[config.mk]
export PLATFORM = sky130hd
export DESIGN_NAME = ddr3_cmd_queue
export DESIGN_NICKNAME = d
export VERILOG_FILES = /design/src/rtl/ddr3_pkg.sv /design/src/rtl/ddr3_sync_fifo.sv /design/src/rtl/ddr3_cmd_queue.sv
export SDC_FILE = /design/constraint.sdc
export NUM_CORES = 1
export LEC_CHECK = 0
export ABC_CLOCK_PERIOD_IN_PS = 22400
export CORE_MARGIN = 5
export CORE_UTILIZATION = 45
export CTS_BUF_LIST = sky130_fd_sc_hd__clkbuf_2 sky130_fd_sc_hd__clkbuf_4 sky130_fd_sc_hd__clkbuf_8
export DETAILED_ROUTE_END_ITERATION = 10
export HOLD_SLACK_MARGIN = 0.03
export PLACE_DENSITY = 0.68
export SETUP_SLACK_MARGIN = 0.05
export SLEW_MARGIN = 20
export SYNTH_ARGS = -nofsm -noshare
export SYNTH_HDL_FRONTEND = slang
export SYNTH_SLANG_ARGS = --single-unit
export TNS_END_PERCENT = 5
[constraint.sdc]
create_clock -name i_clk_div -period 22.4 [get_ports i_clk_div]
set_clock_uncertainty 0.2 [all_clocks]
set_input_delay 4.48 -clock i_clk_div [delete_from_list [all_inputs] [get_ports i_clk_div]]
set_output_delay 4.48 -clock i_clk_div [all_outputs]
set_load 0.005 [all_outputs]
[src/rtl/ddr3_pkg.sv]
// Shared DDR3 controller definitions: field widths, command encodings and
// the packed command-queue entry.
package ddr3_pkg;

    localparam int DDR3_BANK_W = 3;
    localparam int ROW_W       = 14;
    localparam int COL_W       = 10;
    localparam int DATA_W      = 128;
    localparam int DM_W        = 8;

    localparam logic CMD_WR = 1'b0;
    localparam logic CMD_RD = 1'b1;

    typedef struct packed {
        logic                   sel;
        logic [DDR3_BANK_W-1:0] bank;
        logic [ROW_W-1:0]       row;
        logic [COL_W-1:0]       col;
        logic [DATA_W-1:0]      wrdata;
        logic [DM_W-1:0]        wrdm;
    } ddr3_cmd_t;

    localparam int CMD_W = $bits(ddr3_cmd_t);

endpackage

[src/rtl/ddr3_sync_fifo.sv]
// Generic single-clock FIFO with a combinational head read. Pushes while full
// and pops while empty are ignored.
module ddr3_sync_fifo #(
    parameter int WIDTH = 164,
    parameter int AW    = 3
) (
    input  logic             clk,
    input  logic             rst,
    input  logic             push,
    input  logic             pop,
    input  logic [WIDTH-1:0] din,
    output logic [WIDTH-1:0] dout,
    output logic             full,
    output logic             empty,
    output logic [AW:0]      count
);

    localparam logic [AW:0] DEPTH = (AW+1)'(2**AW);

    logic [WIDTH-1:0] mem [2**AW];
    logic [AW-1:0]    wr_ptr;
    logic [AW-1:0]    rd_ptr;
    logic             do_push;
    logic             do_pop;

    assign full    = (count == DEPTH);
    assign empty   = (count == '0);
    assign do_push = push && !full;
    assign do_pop  = pop && !empty;
    assign dout    = mem[rd_ptr];

    // Storage carries no reset so it can map onto RAM; pointers define validity.
    always_ff @(posedge clk) begin
        if (do_push) begin
            mem[wr_ptr] <= din;
        end
    end

    always_ff @(posedge clk) begin
        if (rst) begin
            wr_ptr <= '0;
            rd_ptr <= '0;
            count  <= '0;
        end else begin
            if (do_push) wr_ptr <= wr_ptr + 1'b1;
            if (do_pop)  rd_ptr <= rd_ptr + 1'b1;
            case ({do_push, do_pop})
                2'b10:   count <= count + 1'b1;
                2'b01:   count <= count - 1'b1;
                default: count <= count;
            endcase
        end
    end

endmodule

[src/rtl/ddr3_cmd_queue.sv]
// User command front-end: queues commands until read calibration is done,
// issues them in order toward rdcal, and forwards returned read data.
module ddr3_cmd_queue
    import ddr3_pkg::*;
#(
    parameter int p_FIFO_AW = 3,
    parameter int p_RD_MAX  = 8
) (
    input  logic          i_clk_div,
    input  logic          i_rst,
    input  logic          i_cmd_en,
    input  logic          i_cmd_sel,
    input  logic [2:0]    i3_bank,
    input  logic [13:0]   i14_row,
    input  logic [9:0]    i10_col,
    input  logic [127:0]  i128_wrdata,
    input  logic [7:0]    i8_wrdm,
    output logic          o_cmd_full,
    output logic          o_cmd_ovf,
    input  logic          i_rdcal_done,
    input  logic          i_phy_cmd_full,
    output logic          o_rdc_cmd_en,
    output logic          o_rdc_cmd_sel,
    output logic [2:0]    o3_rdc_bank,
    output logic [13:0]   o14_rdc_row,
    output logic [9:0]    o10_rdc_col,
    output logic [127:0]  o128_rdc_wrdata,
    output logic [7:0]    o8_rdc_wrdm,
    input  logic          i_phy_rddata_valid,
    input  logic [127:0]  in_phy_rddata,
    output logic          o_rddata_valid,
    output logic [127:0]  o128_rddata,
    output logic          o_rd_stray
);

    localparam logic [3:0] RD_MAX = 4'(p_RD_MAX);

    ddr3_cmd_t            push_cmd;
    ddr3_cmd_t            head;
    ddr3_cmd_t            rdc_q;
    logic                 fifo_full;
    logic                 fifo_empty;
    logic [p_FIFO_AW:0]   fifo_count_unused;
    logic                 pop;
    logic                 rd_pop;
    logic                 rd_ret;
    logic [3:0]           rd_out;

    assign push_cmd = '{sel: i_cmd_sel, bank: i3_bank, row: i14_row, col: i10_col,
                        wrdata: i128_wrdata, wrdm: i8_wrdm};

    ddr3_sync_fifo #(
        .WIDTH (CMD_W),
        .AW    (p_FIFO_AW)
    ) u_fifo (
        .clk   (i_clk_div),
        .rst   (i_rst),
        .push  (i_cmd_en),
        .pop   (pop),
        .din   (push_cmd),
        .dout  (head),
        .full  (fifo_full),
        .empty (fifo_empty),
        .count (fifo_count_unused)
    );

    // Handshake: o_rdc_cmd_en is a one-cycle strobe with no ready; the PHY
    // holds off issue by raising i_phy_cmd_full, sampled in the pop cycle.
    assign pop    = !fifo_empty && i_rdcal_done && !i_phy_cmd_full &&
                    (head.sel == CMD_WR || rd_out < RD_MAX);
    assign rd_pop = pop && (head.sel == CMD_RD);
    assign rd_ret = i_phy_rddata_valid && i_rdcal_done && (rd_out != 4'd0);

    assign o_cmd_full      = fifo_full;
    assign o_rdc_cmd_sel   = rdc_q.sel;
    assign o3_rdc_bank     = rdc_q.bank;
    assign o14_rdc_row     = rdc_q.row;
    assign o10_rdc_col     = rdc_q.col;
    assign o128_rdc_wrdata = rdc_q.wrdata;
    assign o8_rdc_wrdm     = rdc_q.wrdm;

    always_ff @(posedge i_clk_div) begin
        if (i_rst) begin
            rdc_q          <= '0;
            o_rdc_cmd_en   <= 1'b0;
            o_cmd_ovf      <= 1'b0;
            rd_out         <= 4'd0;
            o_rddata_valid <= 1'b0;
            o128_rddata    <= '0;
            o_rd_stray     <= 1'b0;
        end else begin
            o_rdc_cmd_en <= pop;
            if (pop) rdc_q <= head;
            if (i_cmd_en && fifo_full) o_cmd_ovf <= 1'b1;
            case ({rd_pop, rd_ret})
                2'b10:   rd_out <= rd_out + 4'd1;
                2'b01:   rd_out <= rd_out - 4'd1;
                default: rd_out <= rd_out;
            endcase
            o_rddata_valid <= rd_ret;
            if (rd_ret) o128_rddata <= in_phy_rddata;
            // Calibration-time returns (done low) are expected and not flagged.
            if (i_phy_rddata_valid && i_rdcal_done && rd_out == 4'd0) o_rd_stray <= 1'b1;
        end
    end

endmodule

* Word-level counts from Yosys, hierarchy flattened
Memory sizes are Yosys's and may differ from the RTL's. A register that Yosys moved wholly into a read port is not among the register bits.
Index checks and enable logic that the tools add are counted.
** Cells by class
- Add/sub/neg operators :: 6
- Order comparisons :: 1
- Eq/ne operators :: 5
- Muxes and demuxes :: 6
- Bitwise operators :: 1
- Reduce and logical (&&, ||, !) cells :: 19
** Operator list (number)
- case mux 4 bit (2 select lines) :: 2
- logical AND 1 bit :: 10
- adder 4 x 1 -> 4 bit (second input constant) :: 2
- zero test 4 bit :: 2
- subtractor 4 x 1 -> 4 bit (second input constant) :: 2
- adder 3 x 1 -> 3 bit (second input constant) :: 2
- 2-to-1 mux 3 bit :: 2
- == test 2 x 1 -> 1 bit (second input constant) :: 2
- == test 2 bit (second input constant) :: 2
- == test 4 bit (second input constant) :: 1
- < comparator 4 bit (second input constant) :: 1
- nonzero test 2 bit :: 2
- nonzero test 4 bit :: 1
- zero test 1 bit :: 3
- 2-to-1 mux 1 bit :: 2
- logical OR 1 bit :: 1
- inverter 1 bit :: 1
** Storage, ports and cells
- Bits in registers :: 310
- RAM bits :: 1312
- Input port bits :: 298
- Output and inout bits :: 297
- Word-level logic and storage cells :: 54
- Memories :: 1
** Memories
- u_fifo.mem :: depth 8, width 164, read ports 1, clocked after memory_dff 1, write ports 1, line ddr3_sync_fifo.sv:20 : logic [WIDTH-1:0] mem [2**AW];

* Logic depth before layout (Yosys ltp)
- Depth after elaboration :: 8
- Gate-level depth with buffers :: 14
- Gate-level depth less buffers :: 12

* Hierarchy
A second synthesis with hierarchy kept.
** Second synthesis, totals
- Cell total of the unflattened synthesis :: 3281
- Area total of the unflattened synthesis :: 61352.6 um^2
** By module, submodules not included
- ddr3_sync_fifo :: instances 1, cells an instance 1970, area an instance 50797.5 um^2, sequential area each 39658.0 um^2
- ddr3_cmd_queue :: instances 1, cells an instance 1311, area an instance 10555.1 um^2, sequential area each 6005.8 um^2

* Worst setup path before layout
OpenSTA, ideal clock, no wires.
- Kind :: in2reg
- Start :: in i_cmd_en
- End :: mem u_fifo.mem[0][0] (enable)
- Library setup time :: 1.089 ns
- Arrival time :: 20.347 ns
- Data required time :: 21.111 ns
- Path slack :: 0.764 ns
- Stages on the path :: 3
- Buffers on the path :: 0
- Cells stage by stage :: nor2b_1 > inv_1 > nor4_1
** Between the ends
- Word-level cells in the longest chain between the ends :: 3
** Ends and longest elaborated chain
- start, declared :: line ddr3_cmd_queue.sv:11 : input logic i_cmd_en,
- logical AND 1 bit :: line ddr3_sync_fifo.sv:28 : assign do_push = push && !full;
- 2-to-1 mux 1 bit :: line ddr3_sync_fifo.sv:34 : if (do_push) begin
- 2-to-1 mux 1 bit (implied by the code) :: line ddr3_sync_fifo.sv:35 : mem[wr_ptr] <= din;
- end, declared :: line ddr3_sync_fifo.sv:20
No other way between the ends.

* Worst setup path in the final report
- Start :: in i_cmd_en
- End :: mem u_fifo.mem[4][56] (enable)
The elaborated chain is that of the path after synthesis.

==> results_dict.tcl <==
set metrics [dict create \
    run_status "completed" \
    syn_avg_cell_area_um2 19.53 \
    start_kind "input pin" \
    core-area_um2 135100 \
    cts-resized-gates 0 \
    hp-class "reg -> reg" \
    hold_viol 0 \
    post_cts_buffers 0 \
    grt_pass1_wl_um 212900 \
    cp.arrival_ns 7.67 \
    yosys_warnings 0 \
    ys.flop_type "edfxtp_1" \
    ys_ff_latch 1625 \
    setup_slack_ns 15.07 \
    vias_per_cell 5.332 \
    detailedPlace.worstSlack_ns 14.13 \
    slew_viol_final 0 \
    setup_violations 0 \
    crit_type "in -> reg" \
    fin_tns_setup_ns 0 \
    hold_buffers 0 \
    end_kind "register" \
    drtPass1Iterations 5 \
    vias 31340 \
    critPathBufInv 3 \
    yosysUniqueCellTypes 43 \
    fin_nets 4175 \
    cts_tree "yes" \
    synth_nets 3434 \
    netlist_instances 3127 \
    die-area_um2 143200 \
    async_flop_share_pct 0 \
    cp_top_family "buffers and inverters" \
    dieWidth_um 378.4 \
    wl_per_cell_um 24.60 \
    ant_nets 0 \
    drive_above_1_share_pct 25.10 \
    row_count 135 \
    cap_violations 0 \
    crit_chain "clkdlybuf4s50_1 -> nor2b_1 -> nand2_1 -> nor3_2 -> buf_4 -> buf_4" \
    dr.first_iter.drc_count 2052 \
    max_freq_mhz 136.5 \
    area_growth_syn_to_layout_pct 21.92 \
    path_clk_slew_ns 0.05 \
    grt_pass1_vias 32830 \
    io_buffers 594 \
    rsz0062_at_grt "false" \
    irDropWorstVdd_uv 48.79 \
    required_ns 22.74 \
    grt_start_max_net_pins 105 \
    dp.cells 5364 \
    power_density_nw_per_um2 91.65 \
    post-route-period-util_pct 32.71 \
    cts.sinks 1625 \
    synth_edf_count 1312 \
    start_util_pct 45.19 \
    min_period_ns 7.328 \
    crit_top_cell "buf_4" \
    slowest_stage "buf_4" \
    ys_seq_area_share_pct 74.79 \
    fillers 10380 \
    io_pins 595 \
    h-tree-depth 5 \
    critPathMaxFanout 56 \
    cts-root-buf "clkbuf_8" \
    relSlewSlack_pct 28.97 \
    grt.total_usage_pct 20.04 \
    die_h_um 378.4 \
    dp_hpwl_um 82800 \
    p_leak_nw 23.08 \
    clk_latency_ns 0.99 \
    cpPeakStageDelay_ns 0.87 \
    wirelength_um 144600 \
    cts_buffers 283 \
    cts_buffer_depth 4 \
    overflow 0 \
    final_util_pct 55.09 \
    grt_antenna_before_repair 43 \
    drc 0 \
    worst_pin_slew_ns 1.065 \
    final_cells 5877 \
    syn_area_um2 61060 \
    gp_congestion 0.7706 \
]
==> cell usage in the layout, fill, tap and decap left out, types with 3 or more instances in the layout <==
cell type	instances
edfxtp_1	1312
clkbuf_8	327
a211oi_2	152
ha_1	8
and2b_1	61
a21oi_1	138
dfxtp_1	310
nor3_2	4
nor2_1	20
clkdlybuf4s50_1	593
clkinvlp_4	3
a211oi_1	11
diode_2	25
clkinv_2	24
nor2_4	3
o21ai_0	4
clkbuf_4	108
mux2i_1	167
clkinv_1	21
nor2b_1	104
buf_4	54
xor2_1	7
dfxtp_4	3
or3_1	3
bufinv_16	3
nand2b_1	3
nand2_1	265
mux4_2	326
inv_1	6
==> power by group <==
part	switching, mW	internal (mW)	total (mW)
Clock	1.13	1.54	2.67
Combinational	0.350	0.333	0.683
Sequential	0.0691	3.40	3.47
Total	1.55	5.27	6.82
==> tightest hold or removal path, cell delays in order, from the launching register on <==
cell and delay, ns:
dfxtp_1 0.30, nand2_1 0.05, a21oi_1 0.05
==> kinds of logic (layout without fill, tap and decap cells) <==
family,Yosys count,in the layout,share of synthesized area (%)
AO/OA/AOI/OAI,314,314,4.557
XOR/XNOR,9,9,0.1291
adder cells (fa/ha/maj),9,9,0.1967
buffers and inverters,202,1146,1.715
flip-flops,1625,1625,74.79
multiplexers,495,495,14.81
other,0,25,0
AND/OR/NAND/NOR,473,473,3.811
==> sequential cells by signal, indices dropped and copies added (netlist names), 3 cells and up, named ones only <==
register / flops
u_fifo.count: 4
o3_rdc_bank: 3
u_fifo.wr_ptr: 3
o14_rdc_row: 14
o8_rdc_wrdm: 8
o10_rdc_col: 10
u_fifo.mem: 1312
rd_out: 4
o128_rdc_wrdata: 128
u_fifo.rd_ptr: 3
o128_rddata: 128
==> path summary, 6_finish.rpt <==
check,startpoint,end,slack (ns),depth (start not counted)
worst max-delay path,i_cmd_en,u_fifo.mem[4][56]$_DFFE_PP_,15.07,6
worst min register to register,o128_rddata[125]$_SDFFE_PP0P_,o128_rddata[125]$_SDFFE_PP0P_,0.25,2
worst max register to register,register,o14_rdc_row[2]$_SDFFE_PP0N_,17.33,6
worst min-delay path,o128_rddata[125]$_SDFFE_PP0P_,o128_rddata[125]$_SDFFE_PP0P_,0.25,2
==> synth_stat cells, drive strengths merged, types with 2 or more instances <==
cell	number	area, um^2
nand2	265	994.7
clkbuf	81	304.0
ha	8	100.1
inv	8	32.54
and2b	61	457.9
mux2i	167	1672
edfxtp	1312	39400
nor2	23	86.33
dfxtp	313	6266
buf	113	710.7
mux2	2	26.27
mux4	326	7342
a211oi	163	1984
o21ai	4	20.02
nand2b	3	18.77
nor2b	104	650.6
nor4bb	2	20.02
a21oi	138	690.7
nor3	5	25.02
or3	3	18.77
xor2	7	61.31
xnor2	2	17.52
o21a	2	15.01
nor4	2	12.51
o22ai	2	18.77
==> through the flow <==
step | hold slack (ns) | area [um^2] | power (mW)
2_1_floorplan | 0.2527 | 61060 | 3.928
3_3_place_gp | 0.2410 | 68740 | 4.216
3_5_place_dp | 0.2463 | 68740 | 4.227
4_1_cts | 0.2538 | 74380 | 6.927
5_1_grt | 0.2689 | 74420 | 7.122
6_report | 0.2512 | 74440 | 6.822
==> final cells by class <==
cell class	count	area (um^2)	share of cell area, %
inverter	8	40.04	0.05378
clock buffer	435	5311	7.135
timing repair buffer	650	6396	8.592
antenna	25	62.56	0.08404
multi-input combinational	1300	14400	19.34
tap	1781	2228	2.993
clock inverter	53	329.1	0.4420
sequential	1625	45680	61.36
==> routing by layer <==
| metal | wire length (um) | up-vias | GRT usage [%] |
|---|---|---|---|
| li1 | - | 13950 | - |
| met1 | 58800 | 16070 | 25.59 |
| met2 | 70830 | 993 | 32.57 |
| met3 | 10570 | 293 | 6.041 |
| met4 | 4166 | 32 | 7.559 |
| met5 | 222 | - | 0 |
(Power assumes the default switching activity.)
